### config.mk
export PLATFORM = sky130hd
export DESIGN_NAME = decode_stage
export DESIGN_NICKNAME = d
export VERILOG_FILES = /design/src/rtl/decode_stage_pkg.sv /design/src/rtl/decode_comb.sv /design/src/rtl/decode_stage.sv
export SDC_FILE = /design/constraint.sdc
export NUM_CORES = 1
export LEC_CHECK = 0
export ABC_CLOCK_PERIOD_IN_PS = 8800
export CAP_MARGIN = 0
export CORE_UTILIZATION = 55
export CTS_CLUSTER_DIAMETER = 150
export DETAILED_ROUTE_END_ITERATION = 10
export PLACE_DENSITY = 0.82
export SKIP_CTS_REPAIR_TIMING = 1
export SYNTH_ARGS = -nofsm -noshare
export SYNTH_HDL_FRONTEND = slang
export SYNTH_HIERARCHICAL = 1
export SYNTH_SLANG_ARGS = --single-unit
### constraint.sdc
create_clock -name clk -period 8.8 [get_ports clk]
set_clock_uncertainty 0.1 [all_clocks]
set_input_delay 1.32 -clock clk [delete_from_list [all_inputs] [get_ports clk]]
set_output_delay 1.32 -clock clk [all_outputs]
set_load 0.05 [all_outputs]
### src/rtl/decode_stage_pkg.sv
// Shared RV32I opcode constants, ALU operation codes, immediate formats and the decoded bundle.
// The immediate extraction helper lives here so every decode consumer agrees on bit placement.
package decode_stage_pkg;

    localparam logic [6:0] OPC_OP     = 7'b0110011;
    localparam logic [6:0] OPC_OP_IMM = 7'b0010011;
    localparam logic [6:0] OPC_LOAD   = 7'b0000011;
    localparam logic [6:0] OPC_STORE  = 7'b0100011;
    localparam logic [6:0] OPC_BRANCH = 7'b1100011;
    localparam logic [6:0] OPC_LUI    = 7'b0110111;
    localparam logic [6:0] OPC_AUIPC  = 7'b0010111;
    localparam logic [6:0] OPC_JAL    = 7'b1101111;
    localparam logic [6:0] OPC_JALR   = 7'b1100111;

    typedef enum logic [3:0] {
        ALU_ADD  = 4'd0,
        ALU_SUB  = 4'd1,
        ALU_SLL  = 4'd2,
        ALU_SLT  = 4'd3,
        ALU_SLTU = 4'd4,
        ALU_XOR  = 4'd5,
        ALU_SRL  = 4'd6,
        ALU_SRA  = 4'd7,
        ALU_OR   = 4'd8,
        ALU_AND  = 4'd9
    } alu_op_e;

    typedef enum logic [2:0] {
        IMM_NONE = 3'd0,
        IMM_I    = 3'd1,
        IMM_S    = 3'd2,
        IMM_B    = 3'd3,
        IMM_U    = 3'd4,
        IMM_J    = 3'd5
    } imm_fmt_e;

    // Immediate is kept at the native 32 bits; the stage sign-extends to XLEN on output.
    typedef struct packed {
        logic [4:0]  rd;
        logic [4:0]  rs1;
        logic [4:0]  rs2;
        logic [31:0] imm;
        alu_op_e     alu_op;
        logic        reg_write;
        logic        mem_read;
        logic        mem_write;
        logic        mem_to_reg;
        logic        branch;
        logic        jump;
        logic        alu_src_imm;
        logic        illegal;
    } dec_t;

    function automatic logic [31:0] imm_extract(input logic [31:0] instr, input imm_fmt_e fmt);
        logic [31:0] imm;
        case (fmt)
            IMM_I:   imm = {{20{instr[31]}}, instr[31:20]};
            IMM_S:   imm = {{20{instr[31]}}, instr[31:25], instr[11:7]};
            IMM_B:   imm = {{19{instr[31]}}, instr[31], instr[7], instr[30:25], instr[11:8], 1'b0};
            IMM_U:   imm = {instr[31:12], 12'b0};
            IMM_J:   imm = {{11{instr[31]}}, instr[31], instr[19:12], instr[20], instr[30:21], 1'b0};
            default: imm = 32'b0;
        endcase
        return imm;
    endfunction

    // Shared by OP and OP-IMM; alt is funct7[5] where it is meaningful for the opcode.
    function automatic alu_op_e alu_from_funct3(input logic [2:0] funct3, input logic alt_sub,
                                                input logic alt_sra);
        alu_op_e op;
        case (funct3)
            3'b000:  op = alt_sub ? ALU_SUB : ALU_ADD;
            3'b001:  op = ALU_SLL;
            3'b010:  op = ALU_SLT;
            3'b011:  op = ALU_SLTU;
            3'b100:  op = ALU_XOR;
            3'b101:  op = alt_sra ? ALU_SRA : ALU_SRL;
            3'b110:  op = ALU_OR;
            default: op = ALU_AND;
        endcase
        return op;
    endfunction

endpackage

### src/rtl/decode_comb.sv
// Purpose: purely combinational RV32I decode of one raw instruction into a dec_t bundle.
// Latency: zero cycles (no state).
// Backpressure: none; the enclosing stage owns all handshaking.
module decode_comb
    import decode_stage_pkg::*;
(
    input  logic [31:0] instr,
    output dec_t        dec
);

    logic [6:0] opcode;
    logic [2:0] funct3;
    logic       funct7_b5;
    imm_fmt_e   fmt;

    assign opcode    = instr[6:0];
    assign funct3    = instr[14:12];
    assign funct7_b5 = instr[30];

    always_comb begin
        dec     = '0;
        fmt     = IMM_NONE;
        dec.rd  = instr[11:7];
        dec.rs1 = instr[19:15];
        dec.rs2 = instr[24:20];
        dec.alu_op = ALU_ADD;

        // Opcode constants all end in 2'b11, so compressed encodings fall to default.
        case (opcode)
            OPC_OP: begin
                dec.reg_write = 1'b1;
                dec.alu_op    = alu_from_funct3(funct3, funct7_b5, funct7_b5);
            end
            OPC_OP_IMM: begin
                fmt             = IMM_I;
                dec.reg_write   = 1'b1;
                dec.alu_src_imm = 1'b1;
                dec.alu_op      = alu_from_funct3(funct3, 1'b0, funct7_b5);
            end
            OPC_LOAD: begin
                fmt             = IMM_I;
                dec.reg_write   = 1'b1;
                dec.mem_read    = 1'b1;
                dec.mem_to_reg  = 1'b1;
                dec.alu_src_imm = 1'b1;
            end
            OPC_STORE: begin
                fmt             = IMM_S;
                dec.mem_write   = 1'b1;
                dec.alu_src_imm = 1'b1;
            end
            OPC_BRANCH: begin
                fmt        = IMM_B;
                dec.branch = 1'b1;
                dec.alu_op = ALU_SUB;
            end
            OPC_LUI, OPC_AUIPC: begin
                fmt             = IMM_U;
                dec.reg_write   = 1'b1;
                dec.alu_src_imm = 1'b1;
            end
            OPC_JAL: begin
                fmt             = IMM_J;
                dec.reg_write   = 1'b1;
                dec.jump        = 1'b1;
                dec.alu_src_imm = 1'b1;
            end
            OPC_JALR: begin
                fmt             = IMM_I;
                dec.reg_write   = 1'b1;
                dec.jump        = 1'b1;
                dec.alu_src_imm = 1'b1;
            end
            default: begin
                dec.illegal = 1'b1;
            end
        endcase

        dec.imm = imm_extract(instr, fmt);
        if (dec.rd == 5'd0) begin
            dec.reg_write = 1'b0;
        end
    end

endmodule

### src/rtl/decode_stage.sv
// Purpose: decode stage with a two-entry (main + skid) buffer holding decoded bundles and pc.
// Latency: 1 cycle from input transfer to out_valid when empty; 1 instr/cycle sustained.
// Backpressure: in_ready = !skid_valid, registered, so out_ready never reaches in_ready combinationally.
module decode_stage
    import decode_stage_pkg::*;
#(
    parameter int XLEN     = 32,
    parameter int ALU_OP_W = 4,
    parameter int REG_W    = 5
) (
    input  logic                clk,
    input  logic                rst,
    input  logic                flush,
    input  logic                in_valid,
    output logic                in_ready,
    input  logic [31:0]         in_instr,
    input  logic [XLEN-1:0]     in_pc,
    output logic                out_valid,
    input  logic                out_ready,
    output logic [XLEN-1:0]     out_pc,
    output logic [REG_W-1:0]    rd,
    output logic [REG_W-1:0]    rs1,
    output logic [REG_W-1:0]    rs2,
    output logic [XLEN-1:0]     imm,
    output logic [ALU_OP_W-1:0] alu_op,
    output logic                reg_write,
    output logic                mem_read,
    output logic                mem_write,
    output logic                mem_to_reg,
    output logic                branch,
    output logic                jump,
    output logic                alu_src_imm,
    output logic                illegal
);

    dec_t            dec;
    dec_t            main_dec;
    dec_t            skid_dec;
    logic [XLEN-1:0] main_pc;
    logic [XLEN-1:0] skid_pc;
    logic            main_vld;
    logic            skid_vld;
    logic            in_fire;
    logic            main_free;

    decode_comb u_decode (
        .instr (in_instr),
        .dec   (dec)
    );

    assign in_ready  = !skid_vld;
    assign in_fire   = in_valid && in_ready;
    // Main can take a new entry this edge if it is empty or being consumed.
    assign main_free = !main_vld || out_ready;

    always_ff @(posedge clk or posedge rst) begin
        if (rst) begin
            main_vld <= 1'b0;
            skid_vld <= 1'b0;
            main_dec <= '0;
            skid_dec <= '0;
            main_pc  <= '0;
            skid_pc  <= '0;
        end else if (flush) begin
            main_vld <= 1'b0;
            skid_vld <= 1'b0;
        end else if (main_free) begin
            // Skid is always older than the input; in_fire cannot coincide with skid_vld.
            main_vld <= skid_vld || in_fire;
            skid_vld <= 1'b0;
            if (skid_vld) begin
                main_dec <= skid_dec;
                main_pc  <= skid_pc;
            end else if (in_fire) begin
                main_dec <= dec;
                main_pc  <= in_pc;
            end
        end else if (in_fire) begin
            skid_vld <= 1'b1;
            skid_dec <= dec;
            skid_pc  <= in_pc;
        end
    end

    assign out_valid   = main_vld;
    assign out_pc      = main_pc;
    assign rd          = REG_W'(main_dec.rd);
    assign rs1         = REG_W'(main_dec.rs1);
    assign rs2         = REG_W'(main_dec.rs2);
    assign imm         = XLEN'($signed(main_dec.imm));
    assign alu_op      = ALU_OP_W'(main_dec.alu_op);
    assign reg_write   = main_dec.reg_write;
    assign mem_read    = main_dec.mem_read;
    assign mem_write   = main_dec.mem_write;
    assign mem_to_reg  = main_dec.mem_to_reg;
    assign branch      = main_dec.branch;
    assign jump        = main_dec.jump;
    assign alu_src_imm = main_dec.alu_src_imm;
    assign illegal     = main_dec.illegal;

endmodule

# After elaboration in Yosys (flattened, before gate mapping)
# Index checks and enable logic that the tools add are counted.
[word_totals]
regBits = 183
in_bits = 69
output_inout_bits = 93
elab_cells = 93
[classes]
eq_ne = 20
mux = 24
bitwise_logic = 2
n_reduce_logical = 18
[op_table]
columns = ["op", "n"]
rows = [
  ["one-hot mux 32 bit (5 select lines)", 1],
  ["2-to-1 mux 59 bit", 2],
  ["2-to-1 mux 32 bit", 2],
  ["one-hot mux 4 bit (7 select lines)", 2],
  ["equality test 7 x 6 -> 1 bit (second input constant)", 3],
  ["equality test 7 bit (second input constant)", 3],
  ["equality test 3 bit (second input constant)", 5],
  ["2-to-1 mux 1 bit", 15],
  ["one-hot mux 3 bit (5 select lines)", 1],
  ["equality test 7 x 5 -> 1 bit (second input constant)", 2],
  ["OR reduction 7 bit", 2],
  ["equality test 3 x 2 -> 1 bit (second input constant)", 4],
  ["one-hot mux 4 bit (3 select lines)", 1],
  ["OR reduction 9 bit", 1],
  ["equality test 7 x 2 -> 1 bit (second input constant)", 1],
  ["equality test 3 x 1 -> 1 bit (second input constant)", 2],
  ["AND reduction 3 bit", 2],
  ["zero test 5 bit", 1],
  ["nonzero test 2 bit", 2],
  ["OR reduction 2 bit", 2],
  ["zero test 3 bit", 1],
  ["nonzero test 3 bit", 1],
  ["OR reduction 3 bit", 1],
  ["zero test 1 bit", 2],
  ["other kinds (3)", 5],
]

# Longest topological paths before layout
# Gate-level depths: netlist of run 1.
[depth]
ltp_word = 7
ltp_mapped = 8
mapped_depth_nobuf = 6

# Hierarchy
# The synthesis of run 1 kept the hierarchy.
[modules_own_cells]
columns = ["module", "n_inst", "cells_each", "area_per_inst_um2", "seq_area_each_um2"]
rows = [
  ["decode_stage", 1, 497, 8782.2, 4604.4],
  ["decode_comb", 1, 109, 730.7, 0.0],
]

# Least setup slack after synthesis of run 1
# OpenSTA, ideal clock, no wires.
[synth_timing]
kind = "in2reg"
start = "in in_instr[6]"
end = "reg main_dec (netlist bit imm[10])"
setup_ps = 125
arrival_time_ps = 2803
required_ps = 8575
slack_ps = 5772
stages = 7
n_path_buf = 1
cell_sequence = "buf_2 -> or2b_1 -> and4_1 -> a21oi_1 -> nor2b_1 -> mux2_4 -> mux2_4"
[synth_lines]
columns = ["item", "line", "source"]
rows = [
  ["from (decl)", "decode_stage.sv:16", "input logic [31:0] in_instr,"],
  ["to (signal assigned)", "decode_stage.sv:72", "main_dec <= skid_dec;"],
  ["to (decl)", "decode_stage.sv:37", "dec_t main_dec;"],
]

# Worst setup path after layout of run 1
[layout_timing]
start = "in in_valid"
end = "reg main_dec (netlist bit imm[13])"
[layout_between]
elab_chain_cells = 3
[layout_rtl]
columns = ["item", "line", "source"]
rows = [
  ["from (decl)", "decode_stage.sv:14", "input logic in_valid,"],
  ["logical AND 1 bit", "decode_stage.sv:52", "assign in_fire = in_valid && in_ready;"],
  ["nonzero test 2 bit (no source line)", "--", ""],
  ["AND reduction 3 bit (no source line)", "--", ""],
]
# Every way passes these cells.
# A chain may end at the register's enable or synchronous reset.

==> reports/metrics.yaml, run 1 <==
floorplan:
  die_h_um: 133.5
  die_area_um2: 17830
  fp.dieW_um: 133.5
  num_io_pins: 162
  design.core.area_um2: 16760
  rows: 47
  start_util_pct: 56.76
sta:
  finalHoldViolCount: 0
  drv_slew: 0
  min_period_ps: 3804
  rsz0062_at_grt: "no"
  clock.fmax_mhz: 262.9
  tns_ps: 0
  setup_viol: 0
  fin_crit_sh_pct: 43.23
  worst_pin_slew_ps: 1102
  maxSlewHeadroom_pct: 26.54
final_layout:
  final_common_cell: "dfrtp_1"
  n_antenna_cell: 0
  largest_reg_flops: 59
  drive_above_1_share_pct: 38.11
  top_register: "skid_dec"
  area_growth_pct: 20.62
  fin_nets: 810
  layout_common_cells: "183 x dfrtp_1, 169 x mux2_4, 161 x clkdlybuf4s50_1"
hold_path:
  worst_hold_path_type: "reg -> reg"
worst_setup_path:
  required_ps: 9010
  start_kind: "input pin"
  cp_max_fo: 56
  rr_worst_depth: 5
  rr_endpoint: "imm[13]"
  path_class: "in -> reg"
  cp-endpoint: "imm[13]"
  end_kind: "flip-flop"
  worstReg2RegStart: "skid_vld"
  arrival_ps: 4010
  r2r_slack_ps: 5530
  critical_path.startpoint: "in_valid"
power_and_ir_drop:
  power_density_nw_per_um2: 200.0
  finalPower_mw: 2.295
  p_leak_nw: 5.377
  ir_worst_vdd_uv: 145.8
route:
  drtIter0Drc: 308
  drtPass1Iterations: 7
  highest_layer: "met4"
  dr_wl_met3_um: 939
  drt-met1-wl_um: 8232
  postRouteAntennaNets: 0
  wire_per_inst_um: 20.27
  drc: 0
  drt-total-wl_um: 19720
  vias_per_cell: 5.539
  vias: 5389
  met2_length_um: 9920
yosys:
  syn-instance-count: 606
  synth_cell_types: 43
  synth_top_flop_cell: "dfrtp_1"
  yosysSeqAreaShare_pct: 48.40
  yosys_warnings: 6
  synth.net_count: 675
  synth_edf_count: 0
  async_reset_ff_share_pct: 100.0
  syn_area_per_cell_um2: 15.70
  ys_ff_latch: 184
  syn-cell-area_um2: 9513
global_routing:
  grt_overflow_total: 0
  grt_pass1_wl_um: 31920
  grt_usage_pct: 23.43
  grt_max_degree: 120
  antenna_found_initial: 0
  grt_pass1_vias: 5906
place:
  place_congestion: 0.8708
  numPortBuffers: 161
  place_hpwl_um: 13370
clock_network:
  cts_tree: "yes"
  cts_buffer_depth: 2
  htree_levels: 4
  clock-root-buffer: "clkbuf_16"
  insertion_delay_ps: 430
  clkTransAtPathRegs_ps: 70
  cts_sinks: 184
  numCtsBuffers: 17
outcome:
  outcome: "completed"
run:
  cap_violations: 0
==> worst max-delay path, cell delays in order <==
cell and delay (ps):
clkdlybuf4s50_1 550, nor2_2 90, nor3_4 130, buf_4 580, buf_4 920, mux2_4 370
==> synthesized netlist by cell type (2+ instances only) <==
master | instances | area [um^2]
a21o_1 | 21 | 157.7
nand2b_1 | 2 | 12.51
nand3_1 | 2 | 10.01
nor2b_1 | 9 | 56.30
a21oi_1 | 8 | 40.04
mux2_2 | 73 | 822.0
nor2b_4 | 2 | 27.53
buf_12 | 9 | 180.2
nor2_1 | 9 | 33.78
o21ai_0 | 4 | 20.02
and3_1 | 3 | 18.77
nor3_1 | 2 | 10.01
dfrtp_1 | 184 | 4604
mux2_1 | 31 | 349.1
nand2_1 | 6 | 22.52
a22o_1 | 4 | 35.03
mux2_4 | 169 | 2537
buf_2 | 3 | 15.01
inv_1 | 5 | 18.77
buf_4 | 17 | 127.6
buf_6 | 20 | 225.2
and2_1 | 2 | 12.51
==> stage by stage <==
step	util [%]	hold WS [ps]	setup WS [ps]	cell area (um^2)	instances
floorplan	-	358.5	2380	9513	606
global placement	65.11	367.3	4679	10910	942
detailed placement	65.11	378.2	4562	10910	942
CTS	68.47	393.2	5001	11470	973
global route	68.47	408.3	4932	11470	973
finish	68.47	390.6	4996	11470	973
==> worst min path at each step <==
stage          cells past startpoint   startpoint           to  slack [ps]
4_1_cts                            1   skid_pc[5]   skid_pc[5]         390
2_1_floorplan                      1  skid_pc[10]  skid_pc[10]         360
5_1_grt                            1   skid_pc[9]   skid_pc[9]         410
3_3_place_gp                       1   skid_pc[1]   skid_pc[1]         370
3_5_place_dp                       1   skid_pc[5]   skid_pc[5]         380
6_report                           1   skid_pc[7]   skid_pc[7]         390
==> per-layer routing <==
| metal | up-vias | global-route usage [%] |
|---|---|---|
| met2 | 181 | 38.69 |
| met3 | 49 | 4.300 |
| li1 | 2426 | - |
| met5 | - | 0 |
| met4 | 0 | 11.68 |
| met1 | 2733 | 29.68 |
==> where the power goes <==
| part | internal [mW] | switching (mW) | total [mW] |
|---|---|---|---|
| sequential | 0.957 | 0.0667 | 1.02 |
| combinational | 0.248 | 0.291 | 0.539 |
| clock | 0.400 | 0.333 | 0.733 |
==> cell families after synthesis <==
kind of cell	after synthesis	share of synthesized area, %
AND/OR/NAND/NOR	49	3.223
buffers and inverters	55	5.998
multiplexers	273	38.98
AO/OA/AOI/OAI	45	3.394
flip-flops	184	48.40
==> layout make-up <==
cell class / count / area (um^2)
sequential: 184 / 4608
tap: 220 / 275.3
multi-input combinational: 367 / 4357
fill: 1105 / 5285
clock inverter: 12 / 118.9
timing repair buffer: 166 / 1649
clock buffer: 19 / 442.9
inverter: 5 / 23.77
(Power assumes the default switching activity.)
==> run 2: changes to the inputs <==
--- a/config.mk
+++ b/config.mk
@@ -5,12 +5,12 @@
 export SDC_FILE = /design/constraint.sdc
 export NUM_CORES = 1
 export LEC_CHECK = 0
-export ABC_CLOCK_PERIOD_IN_PS = 8800
+export ABC_CLOCK_PERIOD_IN_PS = 3930
 export CAP_MARGIN = 0
-export CORE_UTILIZATION = 55
+export CORE_UTILIZATION = 54
 export CTS_CLUSTER_DIAMETER = 150
 export DETAILED_ROUTE_END_ITERATION = 10
-export PLACE_DENSITY = 0.82
+export PLACE_DENSITY = 0.81
 export SKIP_CTS_REPAIR_TIMING = 1
 export SYNTH_ARGS = -nofsm -noshare
 export SYNTH_HDL_FRONTEND = slang
==> constraint.sdc (replaced) <==
create_clock -name clk -period 3.93 [get_ports clk]
set_clock_uncertainty 0.1 [all_clocks]
set_input_delay 0.5895 -clock clk [delete_from_list [all_inputs] [get_ports clk]]
set_output_delay 0.5895 -clock clk [all_outputs]
set_load 0.05 [all_outputs]
==> reports/metrics.yaml, run 2 (synthesized netlist as in run 1, its figures left out) <==
clock_network:
  cts_buffer_depth: 2  # unchanged
  htree_levels: 4  # unchanged
  clkTransAtPathRegs_ps: 70  # about the same
  cts_tree: "yes"  # unchanged
  clock-root-buffer: "clkbuf_16"  # unchanged
  cts_sinks: 184  # unchanged
  insertion_delay_ps: 420  # was 430 ps
  numCtsBuffers: 17  # unchanged
place:
  place_congestion: 0.9746  # was 0.8708
  place_ws_ps: 826.3  # was 4562 ps
  numPortBuffers: 161  # unchanged
  place_hpwl_um: 13600  # was 13370 um
global_routing:
  grt_overflow_total: 0  # unchanged
  grt_pass1_vias: 5749  # was 5906
  antenna_found_initial: 0  # unchanged
  grt_max_degree: 123  # was 120
  grt_pass1_wl_um: 31990  # was 31920 um
  grt_usage_pct: 23.07  # was 23.43%
worst_setup_path:
  worstReg2RegStart: "skid_vld"  # unchanged
  critical-path-top-delay-family: "buffers and inverters"  # unchanged
  slowest_delay_ps: 840  # was 920 ps
  path_class: "reg -> out"  # was in -> reg
  r2r_slack_ps: 1560  # was 5530 ps
  cp_max_fo: 26  # was 56
  rr_worst_depth: 4  # was 5
  critical_path.startpoint: "skid_vld"  # was in_valid
  cp_cell_sequence: "inv_1, clkdlybuf4s50_1"  # was clkdlybuf4s50_1, nor2_2, nor3_4, buf_4, buf_4, mux2_4
  arrival_ps: 2070  # was 4010 ps
  rr_endpoint: "rs2[3]"  # was imm[13]
  end_kind: "output port"  # was flip-flop
  required_ps: 3240  # was 9010 ps
  critPathBufInv: 2  # was 3
  cp-endpoint: "in_ready"  # was imm[13]
  cpMaxStageDelayCell: "clkdlybuf4s50_1"  # was buf_4
  start_kind: "flip-flop"  # was input pin
  worst-path-stages: 2  # was 6
floorplan:
  start_util_pct: 55.19  # was 56.76%
  die_h_um: 134.7  # was 133.5 um
  die_area_um2: 18150  # was 17830 um^2
  fp.dieW_um: 134.7  # was 133.5 um
  num_io_pins: 162  # unchanged
  design.core.area_um2: 17240  # was 16760 um^2
  rows: 48  # was 47
route:
  highest_layer: "met4"  # unchanged
  wire_per_inst_um: 20.19  # was 20.27 um
  dr_wl_met3_um: 727  # was 939 um
  met2_length_um: 10140  # was 9920 um
  drtIter0Drc: 280  # was 308
  drtPass1Iterations: 4  # was 7
  drc: 0  # unchanged
  postRouteAntennaNets: 0  # unchanged
  drt-met1-wl_um: 8574  # was 8232 um
  drt-total-wl_um: 19810  # was 19720 um
  vias_per_cell: 5.449  # was 5.539
  vias: 5345  # was 5389
final_layout:
  layout_common_cells: "183 x dfrtp_1, 169 x mux2_4, 161 x clkdlybuf4s50_1"  # unchanged
  area_growth_pct: 21.56  # was 20.62%
  largest_reg_flops: 59  # unchanged
  n_antenna_cell: 0  # unchanged
  top_register: "skid_dec"  # unchanged
  drive_above_1_share_pct: 38.23  # was 38.11%
  fin_nets: 812  # was 810
  final_common_cell: "dfrtp_1"  # unchanged
power_and_ir_drop:
  power_density_nw_per_um2: 442.5  # was 200.0 nW/um^2
  ir_worst_vdd_uv: 288.7  # was 145.8 uV
  p_leak_nw: 5.420  # was 5.377 nW
outcome:
  outcome: "completed"  # unchanged
sta:
  fin_crit_sh_pct: 70.27
  rsz0062_at_grt: "no"  # unchanged
  worst_slack_ps: 1168  # was 4996 ps
  finalHoldViolCount: 0  # unchanged
  tns_ps: 0  # unchanged
  clock.fmax_mhz: 362.1
  maxSlewHeadroom_pct: 37.25  # was 26.54%
  setup_viol: 0  # unchanged
  min_period_ps: 2762
  worst_pin_slew_ps: 941.2  # was 1102 ps
  drv_slew: 0  # unchanged
hold_path:
  worst_hold_path_type: "reg -> reg"  # unchanged
run:
  cap_violations: 0  # unchanged
[run 2: cell types whose count changed in the layout (fill, tap and decap cells not counted), moves of 2 or more]
| cell | delta |
|---|---|
| buf_12 | +6 |
| buf_4 | -4 |
| clkinv_2 | +3 |
| clkinvlp_4 | -2 |
[run 2: where the power goes]
part	total [mW]	switching [mW]	internal, mW
logic	1.22	0.654	0.561
registers	2.28	0.142	2.14
clock network	1.62	0.737	0.882
[run 2: area by class of cell]
type                    instances  area (um^2)
multi-input cells             367         4357
clock buffers                  19        432.9
inverters                       5        22.52
repair buffers                168         1739
flip-flops and latches        184         4608
clock inverters                13        122.6
well taps                     225        281.5
fillers                      1174         5673
[run 2: per-stage QoR]
step | hold slack [ps] | area (um^2) | power (mW) | util (%) | std cells
finish | 387.7 | 11560 | 5.117 | 67.09 | 981
global route | 409.3 | 11560 | 5.333 | 67.09 | 981
CTS | 394.6 | 11560 | 5.169 | 67.09 | 981
detailed placement | 378.9 | 11010 | 3.540 | 63.86 | 949
global placement | 367.9 | 11010 | 3.492 | 63.86 | 949
floorplan | 358.5 | 9517 | 3.144 | - | 606
[run 2: routing by layer]
metal	vias up	global-route usage, %
li1	2434	-
met1	2749	30.02
met2	132	39.26
met3	30	3.979
met4	0	7.366
met5	-	0
[run 2: worst min-delay path by stage]
stage	start	to	slack (ps)	cells after the start
after floorplan	skid_pc[10]	skid_pc[10]	360	1
after global placement	skid_pc[7]	skid_pc[7]	370	1
after detailed placement	skid_pc[2]	skid_pc[2]	380	1
after CTS	skid_pc[2]	skid_pc[2]	390	1
after global routing	skid_pc[2]	skid_pc[2]	410	1
final	skid_pc[2]	skid_pc[2]	390	1
==> run 3: changes to the inputs <==
--- a/config.mk
+++ b/config.mk
@@ -5,7 +5,7 @@
 export SDC_FILE = /design/constraint.sdc
 export NUM_CORES = 1
 export LEC_CHECK = 0
-export ABC_CLOCK_PERIOD_IN_PS = 3930
+export ABC_CLOCK_PERIOD_IN_PS = 2730
 export CAP_MARGIN = 0
 export CORE_UTILIZATION = 54
 export CTS_CLUSTER_DIAMETER = 150
==> constraint.sdc (replaced) <==
create_clock -name clk -period 2.73 [get_ports clk]
set_clock_uncertainty 0.1 [all_clocks]
set_input_delay 0.4095 -clock clk [delete_from_list [all_inputs] [get_ports clk]]
set_output_delay 0.4095 -clock clk [all_outputs]
set_load 0.05 [all_outputs]
==> reports/metrics.yaml, run 3 (synthesized netlist as in run 1, its figures left out) <==
power_and_ir_drop:
  power_density_nw_per_um2: 639.2  # was 442.5 nW/um^2
  p_leak_nw: 5.524  # was 5.420 nW
  ir_worst_vdd_uv: 453.5  # was 288.7 uV
  finalPower_mw: 7.512  # was 5.117 mW
sta:
  clock.fmax_mhz: 411.4
  tns_ps: 0  # unchanged
  maxSlewHeadroom_pct: 28.55  # was 37.25%
  finalHoldViolCount: 0  # unchanged
  fin_crit_sh_pct: 89.05
  drv_slew: 0  # unchanged
  setup_viol: 0  # unchanged
  worst_pin_slew_ps: 1072  # was 941.2 ps
  rsz0062_at_grt: "no"  # unchanged
  min_period_ps: 2431
global_routing:
  met3_usage_pct: 4.129  # was 3.979%
  grt_usage_pct: 23.84  # was 23.07%
  grt_pass1_vias: 6045  # was 5749
  grt_pass1_wl_um: 32910  # was 31990 um
  antenna_found_initial: 0  # unchanged
  grt_util_met2_pct: 40.64  # was 39.26%
  grt_max_degree: 70  # was 123
  grt.busiest_layer: "met2"  # unchanged
  grt_overflow_total: 0  # unchanged
  met1_usage_pct: 29.82  # was 30.02%
floorplan:
  fp.dieW_um: 134.7  # unchanged
  die_h_um: 134.7  # unchanged
  design.core.area_um2: 17240  # unchanged
  start_util_pct: 55.19  # unchanged
  num_io_pins: 162  # unchanged
  rows: 48  # unchanged
  die_area_um2: 18150  # unchanged
hold_path:
  worst_hold_path_type: "in -> async"  # was reg -> reg
worst_setup_path:
  end_kind: "output port"  # unchanged
  required_ps: 2220  # was 3240 ps
  rr_worst_depth: 4  # unchanged
  arrival_ps: 1920  # was 2070 ps
  slowest_delay_ps: 800  # was 840 ps
  worstReg2RegStart: "skid_vld"  # unchanged
  rr_endpoint: "imm[9]"  # was rs2[3]
  cp_max_fo: 15  # was 26
  r2r_slack_ps: 810  # was 1560 ps
  cpMaxStageDelayCell: "clkdlybuf4s50_1"  # unchanged
  path_class: "reg -> out"  # unchanged
  start_kind: "flip-flop"  # unchanged
  critPathBufInv: 2  # unchanged
  critical-path-top-delay-family: "buffers and inverters"  # unchanged
  cp_cell_sequence: "inv_1, clkdlybuf4s50_1"  # unchanged
final_layout:
  final_cells: 997  # was 981
  top_register: "skid_dec"  # unchanged
  largest_reg_flops: 59  # unchanged
  drive_above_1_share_pct: 39.64  # was 38.23%
  fin_nets: 828  # was 812
  post-route-util_pct: 68.18  # was 67.09%
  multi_input_area_um2: 4357  # unchanged
  n_antenna_cell: 0  # unchanged
  layout_common_cells: "183 x dfrtp_1, 169 x mux2_4, 161 x clkdlybuf4s50_1"  # unchanged
  final_common_cell: "dfrtp_1"  # unchanged
  area_growth_pct: 23.54  # was 21.56%
  nFillCells: 1187  # was 1174
  seq_area_um2: 4608  # unchanged
place:
  dp_cells: 965  # was 949
  numPortBuffers: 161  # unchanged
  place_congestion: 0.8730  # was 0.9746
  place_hpwl_um: 14400  # was 13600 um
outcome:
  outcome: "completed"  # unchanged
clock_network:
  clock-root-buffer: "clkbuf_16"  # unchanged
  cts_sinks: 184  # unchanged
  cts_buffer_depth: 2  # unchanged
  cts_tree: "yes"  # unchanged
  numCtsBuffers: 17  # unchanged
  insertion_delay_ps: 430  # was 420 ps
  clkTransAtPathRegs_ps: 70  # about the same
  htree_levels: 4  # unchanged
route:
  wire_per_inst_um: 20.58  # was 20.19 um
  drtIter0Drc: 244  # was 280
  drt-total-wl_um: 20520  # was 19810 um
  postRouteAntennaNets: 0  # unchanged
  drtPass1Iterations: 4  # unchanged
  drc: 0  # unchanged
  vias_per_cell: 5.429  # was 5.449
  vias: 5413  # was 5345
run:
  cap_violations: 0  # unchanged
## run 3: report_power, final
part / internal, mW / switching [mW] / total (mW) / leakage [nW]
registers: 3.08 / 0.208 / 3.29 / 2.37
logic: 0.822 / 0.953 / 1.77 / 2.87
clock network: 1.34 / 1.11 / 2.45 / 0.287
## run 3: area by class of cell
type / instances / area share, %
clock buffers: 20 / 3.886
clock inverters: 12 / 1.107
inverters: 5 / 0.1916
multi-input cells: 367 / 37.07
flip-flops and latches: 184 / 39.21
well taps: 225 / 2.395
repair buffers: 184 / 16.14
## run 3: through the flow
stage	hold WS [ps]	instance area, um^2	worst slack (ps)
2_1_floorplan	358.5	9517	-144.0
3_3_place_gp	367.5	11170	10.50
3_5_place_dp	380.6	11170	-45.82
4_1_cts	262.0	11750	277.8
5_1_grt	274.5	11750	230.4
6_report	264.4	11750	299.0
## run 3: worst max-delay path by stage
stage,start,end,slack (ps),cells past startpoint
after global placement,in_instr[2],imm[29],10,7
after global routing,in_instr[2],imm[26],230,7
final,skid_vld,in_ready,300,2
after CTS,skid_vld,in_ready,280,2
after floorplan,rst,alu_op[0],-140,1
after detailed placement,in_instr[2],imm[26],-50,7
## run 3: worst reg2reg max path, cell delays in order, from the launching register on
cell     delay (ps)
dfrtp_4         580
nor2_2          120
nor3_4          240
buf_12          400
mux2_4          360
## run 3: layer usage
layer | wire, um | up-vias
met1 | 8514 | 2795
met4 | 499 | 0
li1 | - | 2462
met5 | 0 | -
met2 | 10720 | 123
met3 | 779 | 33
